==> src/rtl/sat_core_sequencer.sv <==
// Run controller for one SAT engine: steps BCP, decision, conflict analysis and
// in-bin backtrack for a loaded bin, then reports SAT / UNSAT / ABORT for that bin.
module sat_core_sequencer #(
  parameter int WIDTH_BIN_ID = 10,
  parameter int WIDTH_LVL    = 16,
  parameter int WIDTH_CNT    = 16,
  parameter int WATCHDOG     = 4096
) (
  input  logic                    clk,
  input  logic                    rst,
  input  logic                    start_core_i,
  input  logic                    abort_i,
  input  logic [WIDTH_CNT-1:0]    conflict_limit_i,
  output logic                    done_core_o,
  output logic [1:0]              result_o,
  output logic                    timeout_o,
  output logic                    apply_imply_o,
  input  logic                    done_imply_i,
  input  logic                    conflict_i,
  output logic                    start_decision_o,
  input  logic                    done_decision_i,
  input  logic [WIDTH_LVL-1:0]    cur_lvl_i,
  input  logic                    all_c_is_sat_i,
  output logic                    apply_analyze_o,
  input  logic                    done_analyze_i,
  input  logic [WIDTH_BIN_ID-1:0] bkt_bin_num_i,
  output logic                    apply_bkt_cur_bin_o,
  input  logic                    done_bkt_cur_bin_i,
  input  logic [WIDTH_BIN_ID-1:0] cur_bin_num_i,
  output logic [WIDTH_BIN_ID-1:0] bkt_bin_num_o,
  output logic [WIDTH_CNT-1:0]    conflict_cnt_o,
  output logic [WIDTH_CNT-1:0]    decision_cnt_o,
  output logic                    busy_o
);

  localparam logic [2:0] S_IDLE = 3'd0;
  localparam logic [2:0] S_BCP  = 3'd1;
  localparam logic [2:0] S_DEC  = 3'd2;
  localparam logic [2:0] S_ANA  = 3'd3;
  localparam logic [2:0] S_BKT  = 3'd4;
  localparam logic [2:0] S_DONE = 3'd5;

  localparam logic [1:0] RES_SAT   = 2'd1;
  localparam logic [1:0] RES_UNSAT = 2'd2;
  localparam logic [1:0] RES_ABORT = 2'd3;

  localparam logic [WIDTH_CNT-1:0] CNT_ONE = 1;
  localparam logic [WIDTH_CNT-1:0] CNT_MAX = '1;
  localparam logic [31:0]          WD_LAST = (WATCHDOG > 0) ? 32'(WATCHDOG - 1) : 32'd0;

  logic [2:0]              r_state;
  logic                    r_firstCycle;
  logic [31:0]             r_wdCnt;
  logic [WIDTH_CNT-1:0]    r_limit;

  logic [2:0]              w_nextState;
  logic [1:0]              w_nextResult;
  logic                    w_nextTimeout;
  logic [WIDTH_CNT-1:0]    w_nextConflictCnt;
  logic [WIDTH_CNT-1:0]    w_nextDecisionCnt;
  logic [WIDTH_BIN_ID-1:0] w_nextBkt;
  logic [WIDTH_CNT-1:0]    w_nextLimit;
  logic [WIDTH_CNT-1:0]    w_conflictInc;
  logic [WIDTH_CNT-1:0]    w_decisionInc;
  logic                    w_working;
  logic                    w_wdHit;
  logic                    w_stateChange;

  assign w_conflictInc = (conflict_cnt_o == CNT_MAX) ? conflict_cnt_o : conflict_cnt_o + CNT_ONE;
  assign w_decisionInc = (decision_cnt_o == CNT_MAX) ? decision_cnt_o : decision_cnt_o + CNT_ONE;
  assign w_working     = (r_state == S_BCP) || (r_state == S_DEC) ||
                         (r_state == S_ANA) || (r_state == S_BKT);
  assign w_wdHit       = (WATCHDOG != 0) && (r_wdCnt == WD_LAST);
  assign w_stateChange = (w_nextState != r_state);

  // Abort beats the watchdog, which beats any done input; done inputs are only
  // honoured once the request cycle of the current state has passed.
  always_comb begin
    w_nextState       = r_state;
    w_nextResult      = result_o;
    w_nextTimeout     = timeout_o;
    w_nextConflictCnt = conflict_cnt_o;
    w_nextDecisionCnt = decision_cnt_o;
    w_nextBkt         = bkt_bin_num_o;
    w_nextLimit       = r_limit;
    if (r_state == S_IDLE) begin
      if (start_core_i) begin
        w_nextState       = S_BCP;
        w_nextResult      = 2'd0;
        w_nextTimeout     = 1'b0;
        w_nextConflictCnt = '0;
        w_nextDecisionCnt = '0;
        w_nextLimit       = conflict_limit_i;
      end
    end else if (r_state == S_DONE) begin
      w_nextState = S_IDLE;
    end else if (w_working) begin
      if (abort_i) begin
        w_nextState  = S_DONE;
        w_nextResult = RES_ABORT;
      end else if (w_wdHit) begin
        w_nextState   = S_DONE;
        w_nextResult  = RES_ABORT;
        w_nextTimeout = 1'b1;
      end else if (!r_firstCycle) begin
        case (r_state)
          S_BCP: begin
            if (done_imply_i) begin
              if (conflict_i) begin
                w_nextConflictCnt = w_conflictInc;
                if ((r_limit != '0) && (w_conflictInc == r_limit)) begin
                  w_nextState  = S_DONE;
                  w_nextResult = RES_ABORT;
                end else begin
                  w_nextState = S_ANA;
                end
              end else if (all_c_is_sat_i) begin
                w_nextState  = S_DONE;
                w_nextResult = RES_SAT;
              end else begin
                w_nextState = S_DEC;
              end
            end
          end
          S_DEC: begin
            if (done_decision_i) begin
              w_nextDecisionCnt = w_decisionInc;
              if (all_c_is_sat_i) begin
                w_nextState  = S_DONE;
                w_nextResult = RES_SAT;
              end else begin
                w_nextState = S_BCP;
              end
            end
          end
          S_ANA: begin
            if (done_analyze_i) begin
              if ((bkt_bin_num_i != cur_bin_num_i) || (cur_lvl_i == '0)) begin
                w_nextState  = S_DONE;
                w_nextResult = RES_UNSAT;
                w_nextBkt    = bkt_bin_num_i;
              end else begin
                w_nextState = S_BKT;
              end
            end
          end
          S_BKT: begin
            if (done_bkt_cur_bin_i) w_nextState = S_BCP;
          end
          default: ;
        endcase
      end
    end else begin
      w_nextState = S_IDLE;
    end
  end

  // Request and done pulses are registered from the next state so they land in
  // the first cycle of the state they belong to.
  always_ff @(posedge clk) begin
    if (!rst) begin
      r_state             <= S_IDLE;
      r_firstCycle        <= 1'b0;
      r_wdCnt             <= '0;
      r_limit             <= '0;
      done_core_o         <= 1'b0;
      result_o            <= 2'd0;
      timeout_o           <= 1'b0;
      apply_imply_o       <= 1'b0;
      start_decision_o    <= 1'b0;
      apply_analyze_o     <= 1'b0;
      apply_bkt_cur_bin_o <= 1'b0;
      bkt_bin_num_o       <= '0;
      conflict_cnt_o      <= '0;
      decision_cnt_o      <= '0;
      busy_o              <= 1'b0;
    end else begin
      r_state             <= w_nextState;
      r_firstCycle        <= w_stateChange;
      r_wdCnt             <= w_stateChange ? 32'd0 : r_wdCnt + 32'd1;
      r_limit             <= w_nextLimit;
      done_core_o         <= w_stateChange && (w_nextState == S_DONE);
      result_o            <= w_nextResult;
      timeout_o           <= w_nextTimeout;
      apply_imply_o       <= w_stateChange && (w_nextState == S_BCP);
      start_decision_o    <= w_stateChange && (w_nextState == S_DEC);
      apply_analyze_o     <= w_stateChange && (w_nextState == S_ANA);
      apply_bkt_cur_bin_o <= w_stateChange && (w_nextState == S_BKT);
      bkt_bin_num_o       <= w_nextBkt;
      conflict_cnt_o      <= w_nextConflictCnt;
      decision_cnt_o      <= w_nextDecisionCnt;
      busy_o              <= (w_nextState != S_IDLE);
    end
  end

endmodule

==> config.mk <==
export PLATFORM = sky130hd
export DESIGN_NAME = sat_core_sequencer
export DESIGN_NICKNAME = d
export VERILOG_FILES = /design/src/rtl/sat_core_sequencer.sv
export SDC_FILE = /design/constraint.sdc
export NUM_CORES = 1
export LEC_CHECK = 0
export CORE_MARGIN = 2
export CORE_UTILIZATION = 40
export CTS_BUF_LIST = sky130_fd_sc_hd__clkbuf_16
export CTS_CLUSTER_SIZE = 8
export DETAILED_ROUTE_END_ITERATION = 8
export PLACE_DENSITY_LB_ADDON = 0.15
export SLEW_MARGIN = 30
export SYNTH_ARGS = -nofsm -noshare
export SYNTH_HDL_FRONTEND = slang
export SYNTH_SLANG_ARGS = --single-unit
==> constraint.sdc <==
create_clock -name clk -period 6.3 [get_ports clk]
set_input_delay 0.63 -clock clk [delete_from_list [all_inputs] [get_ports clk]]
set_output_delay 0.63 -clock clk [all_outputs]
set_load 0.05 [all_outputs]
Word level (Yosys, flattened, before mapping)
Index checks and enable logic that the tools add are counted.

word-level totals
  bits of input ports = 62
  flip-flop bits (word level) = 103
  output and inout bits = 51
  word-level logic and storage cells = 139

operators by class
  equal/unequal tests = 28
  bitwise logic cells = 6
  reductions and logical operators = 29
  $add $sub $neg = 3
  muxes and demuxes = 58

operators with widths
  cell                                                                      count
  16-bit 2-to-1 mux                                                         20
  3-bit 2-to-1 mux                                                          15
  16-bit by 1-bit adder with 16-bit output (second input constant)          2
  32-bit by 1-bit adder with 32-bit output (second input constant)          1
  16-bit equality test (second input constant)                              2
  32-bit by 12-bit equality test with 1-bit output (second input constant)  1
  2-bit 2-to-1 mux                                                          14
  9-bit AND reduction                                                       3
  16-bit equality test                                                      1
  16-bit logical NOT                                                        1
  16-bit nonzero test                                                       1
  5-bit by 4-bit != test with 1-bit output (second input constant)          3
  2-bit nonzero test                                                        7
  3-bit by 2-bit equality test with 1-bit output (second input constant)    4
  3-bit equality test (second input constant)                               4
  3-bit one-hot mux with 4 select lines                                     1
  10-bit != test                                                            1
  10-bit AND reduction                                                      1
  2-bit by 1-bit != test with 1-bit output (second input constant)          4
  1-bit 2-to-1 mux                                                          7
  3-bit by 1-bit equality test with 1-bit output (second input constant)    2
  1-bit logical AND                                                         6
  6-bit by 4-bit != test with 1-bit output (second input constant)          1
  1-bit NOT                                                                 6
  other kinds (12)                                                          16

Depth between registers and ports, before layout
  depth after elaboration = 16
  depth in mapped cells = 12
  mapped depth without buffers = 9

Least setup slack after synthesis
OpenSTA, ideal clock, no wires.

  path type = register to register
  start = register conflict_cnt_o[0]
  end = register r_wdCnt[1]
  setup slack = 2793 ps
  cell stages (with the launch flop) = 12
  buffers on the path = 2
  data required time = 6204 ps
  setup time = 96 ps
  arrival = 3411 ps
  period minus slack after synthesis = 3507 ps
  path through = dfxtp_1 -> ha_1 -> clkbuf_1 -> nand3_1 -> or4_1 -> mux2i_1 -> o2111ai_1 -> or4_4 -> nor4_4 -> o31ai_2 -> buf_6 -> o41ai_2

on the way
  longest elaborated chain between the ends = 16
  elaborated cells between the ends (all ways) = 17
  those cells by class = add/sub (1); eq/ne (3); mux (11); reduce/logical (2)

ends and longest elaborated chain
  what                                                                                     RTL line  source
  start, declared                                                                          31        output logic [WIDTH_CNT-1:0] conflict_cnt_o,
  start signal, assigned                                                                   190       conflict_cnt_o <= w_nextConflictCnt;
  16-bit by 1-bit adder with 16-bit output / 16-bit equality test (equally long branches)  69        assign w_conflictInc = (conflict_cnt_o == CNT_MAX) ? conflict_cnt_o : conflict_cnt_o + CNT_ONE;
  16-bit 2-to-1 mux (*)                                                                    69
  16-bit equality test (*)                                                                 111       if ((r_limit != '0) && (w_conflictInc == r_limit)) begin
  1-bit logical AND (*)                                                                    111
  3-bit 2-to-1 mux (*)                                                                     111
  3-bit 2-to-1 mux (*)                                                                     109       if (conflict_i) begin
  3-bit 2-to-1 mux (*)                                                                     108       if (done_imply_i) begin
  3-bit one-hot mux with 4 select lines (*)                                                106       case (r_state)
  3-bit 2-to-1 mux (*)                                                                     105       end else if (!r_firstCycle) begin
  3-bit 2-to-1 mux (*)                                                                     101       end else if (w_wdHit) begin
  3-bit 2-to-1 mux (*)                                                                     98        if (abort_i) begin
  3-bit 2-to-1 mux (*)                                                                     97        end else if (w_working) begin
  3-bit 2-to-1 mux (*)                                                                     95        end else if (r_state == S_DONE) begin
  3-bit 2-to-1 mux (*)                                                                     86        if (r_state == S_IDLE) begin
  3-bit != test (*)                                                                        74        assign w_stateChange = (w_nextState != r_state);
  2-bit OR reduction (no line) (*)                                                         n/a
  end signal, assigned                                                                     180       r_wdCnt <= w_stateChange ? 32'd0 : r_wdCnt + 32'd1;
  end, declared                                                                            53        logic [31:0] r_wdCnt;

Mark *: on every way between the ends. The rest lies on a longest branch, timed or not.
A chain may end at the register's enable or synchronous reset.

Worst setup path after layout
  start = register conflict_cnt_o[1]
  end = register r_wdCnt[8]

Same word-level chain as after synthesis.

==> flow_summary_export.csv <==
group,metric,value,unit
global_route,grt_max_degree,57,
layout,fin_nets,972,
layout,area_growth,24.17,%
power_and_ir_drop,leakage,2.795,nW
timing,fmax,259.1,MHz
logic_synthesis,yosys-top-cells-area,"dfxtp_1 32%, xnor2_1 6.3%, nand2_1 5.8%",
die,core,0.01577,sq mm
clocking,clkSinkCount,103,
worst_setup_path,r2r_slack,2.44,ns
layout,instances_no_fill,1128,
logic_synthesis,yosysTopAreaCellShare,0.3210,
layout,regArea,0.002062,sq mm
worst_setup_path,max_stage_delay,0.59,ns
route,postRouteAntennaNets,0,
logic_synthesis,syn_nets,901,
worst_setup_path,slowest_stage,"or4_1",
worst_setup_path,reg2regPathDepth,10,
logic_synthesis,synth_edf_count,0,
clocking,cts_setup_buffers,0,
route,dr.pass1.iters,5,
die,initial_core_util,0.4073,
timing,hold_viol,0,
global_route,first_global_vias,5925,
worst_setup_path,path_cells,"ha_1, nand3_1, or4_1, mux2i_1, o2111ai_1, or4_4, nor4_4, o31ai_4, buf_4, o41ai_2",
layout,drive_gt1_frac,0.06031,
layout,final_core_util,0.5058,
timing,hold_slack,0.4967,ns
global_route,antenna_found_initial,0,
logic_synthesis,seq_area_frac_synth,0.3210,
route,vias,6494,
timing,drv_slew,0,
route,wl,19.41,mm
logic_synthesis,ys_warn_count,0,
worst_setup_path,start_kind,"flip-flop",
die,fp.dieW,130.7,um
worst_hold_path,hold_path.class,"flip-flop to flip-flop",
worst_setup_path,worstPathRequired,6.56,ns
layout,diodes,0,
run_status,status,"complete, no violations",
timing,min_period,3.859,ns
timing,clock_skew,0.009255,ns
die,ios,113,
layout,n_fill_cell,1604,
logic_synthesis,synthCells,836,
clocking,cts_tree,"done",
global_route,overflow,0,
placement,hpwlAfterDp,14.00,mm
clocking,htreeDepth,3,
die,row_count,46,
clocking,clock_path_buffers,2,
worst_setup_path,r2r_start,"conflict_cnt_o[1]",
power_and_ir_drop,ir_worst_vdd,0.2762,mV
timing,relSlewSlack,0.4101,
worst_setup_path,cp.arrival,4.12,ns
global_route,grt_pass1_wl,30.91,mm
clocking,clk_pin_slew,0.07,ns
clocking,cts_root_buf,"clkbuf_16",
worst_setup_path,crit_path_start,"conflict_cnt_o[1]",
placement,post-place-cells,1112,
run,cap_violations,0,
logic_synthesis,synth_area,0.006424,sq mm
placement,port_buffers,112,
timing,fin_crit_sh,0.6126,
timing,rsz0062_at_grt,"no",
worst_setup_path,setup.worst_path.end,"r_wdCnt[8]",
timing,worst_pin_slew,0.8725,ns
global_route,grt_usage,0.2268,
worst_setup_path,path_class,"flip-flop to flip-flop",
placement,gp_congestion,1.005,
route,wl_per_cell,17.20,um
power_and_ir_drop,power.total,2.284,mW
route,drc,0,
clocking,cts_made_buffers,9,
worst_setup_path,cp_num_buf_inv,1,
clocking,cts_resized,0,
worst_setup_path,cp_top_family,"simple AND/OR/NAND/NOR gates",
worst_setup_path,end_kind,"flip-flop",
timing,setup-violations-final,0,
worst_setup_path,crit_cells,10,
logic_synthesis,async_reset_ff_frac,0,
die,die-area,0.01709,sq mm
logic_synthesis,avgSynthCellArea,7.684,sq um
route,viasPerCell,5.757,
die,die_y,130.7,um
logic_synthesis,synth_top_area_cell,"dfxtp_1",
logic_synthesis,synth_cell_types,72,
timing,fin_setup_tns,0,ns
worst_setup_path,timing.rr.end,"r_wdCnt[8]",
route,first_iter_violations,650,
logic_synthesis,ys.flop_type,"dfxtp_1",
clocking,clkLatencyLatePin,0.35,ns
logic_synthesis,ys_seq_elements,103,
layout,multi_input_area,0.004083,sq mm
power_and_ir_drop,cellPowerDensity,286.4,mW/mm^2
clocking,cts_hold_buf,0,
worst_setup_path,path_max_fanout,30,
registers in the layout, indices dropped and copies added, names as in the netlist:
register             flops
apply_analyze_o          1
apply_bkt_cur_bin_o      1
apply_imply_o            1
bkt_bin_num_o           10
busy_o                   1
conflict_cnt_o          16
decision_cnt_o          16
done_core_o              1
r_firstCycle             1
r_limit                 16
r_state                  3
r_wdCnt                 32
result_o                 2
start_decision_o         1
timeout_o                1
cells by family (layout without fill, tap and decap cells):
logic type,Yosys count,count (layout),share of synthesized area
fa+ha+maj,3,3,0.005844
buf+inv,74,150,0.04733
compound gates,164,164,0.1769
simple gates,405,405,0.3270
mux,16,16,0.02513
flops,103,103,0.3210
xor+xnor,71,71,0.09681
cell usage after synthesis (all sizes together), types with 3 or more instances:
master   number
inv          12
o41ai        11
nand3b        5
o31ai         5
and4         10
o22ai        10
xor2         25
and2         14
or3b          4
nand3        60
o21ai        37
or2           3
and3         28
a41oi         3
or4           8
nand2        99
nor4         21
ha            3
nor2         81
nand4        27
clkbuf       45
nand2b        5
dfxtp       103
buf          16
a211oi        4
nor2b        11
nor3b         4
nor3         16
nor4b         3
a31oi        11
a21oi        49
a22oi         4
or3           3
xnor2        46
o2111ai       3
mux2i        15
placed cells by master (no fill, tap or decap), types with 14 or more instances in the layout:
cell type	count
clkdlybuf4s50_1	111
nor3_1	14
nand2_1	99
and3_1	28
mux2i_1	15
xnor2_1	46
and2_1	14
xor2_1	25
nor4_1	18
a21oi_1	49
nor2_1	81
nand4_1	26
dfxtp_1	103
nand3_1	60
o21ai_0	33
metal layers:
layer  part of all wire  global-route usage  vias to the layer above
met1               0.47              0.3095                     3088
met5                  0                   0                        -
met2               0.47              0.3578                      182
li1                   -                   -                     3183
met4              0.027             0.09262                        0
met3              0.039             0.03705                       41
stage by stage:
| step | worst slack, ns | cell area (sq um) |
|---|---|---|
| after global routing | 2.260 | 7976 |
| after floorplan | 2.793 | 6424 |
| after global placement | 2.225 | 7647 |
| final | 2.441 | 7976 |
| after detailed placement | 2.160 | 7647 |
| after CTS | 2.529 | 7976 |
layout make-up:
cell class              instances  share of cell area
inverters                      13            0.006118
multi-input cells             659              0.5118
clock inverters                 7             0.01302
clock buffers                   9             0.02824
flip-flops and latches        103              0.2585
well taps                     216             0.03388
repair buffers                121              0.1484
tightest hold or removal path: stages (launching register included):
cell and delay, ns:
dfxtp_1 0.34, nand2_1 0.06, a21oi_1 0.05
where the power goes:
| group | leakage [nW] | switching (mW) | total (mW) | internal, mW |
|---|---|---|---|---|
| clock | 0.161 | 0.263 | 0.617 | 0.354 |
| sequential | 0.834 | 0.0878 | 0.789 | 0.701 |
| combinational | 1.80 | 0.592 | 0.879 | 0.287 |
how the worst min path moves through the flow:
stage,startpoint,to,slack (ns),cells after the start
after floorplan,r_limit[6],r_limit[6],0.46,2
after CTS,r_limit[11],r_limit[11],0.49,2
final,r_limit[11],r_limit[11],0.50,2
after global routing,bkt_bin_num_o[7],bkt_bin_num_o[7],0.53,2
after detailed placement,bkt_bin_num_o[1],bkt_bin_num_o[1],0.49,2
after global placement,bkt_bin_num_o[3],bkt_bin_num_o[3],0.48,2
No activity file was read; power rests on OpenSTA's default activity.
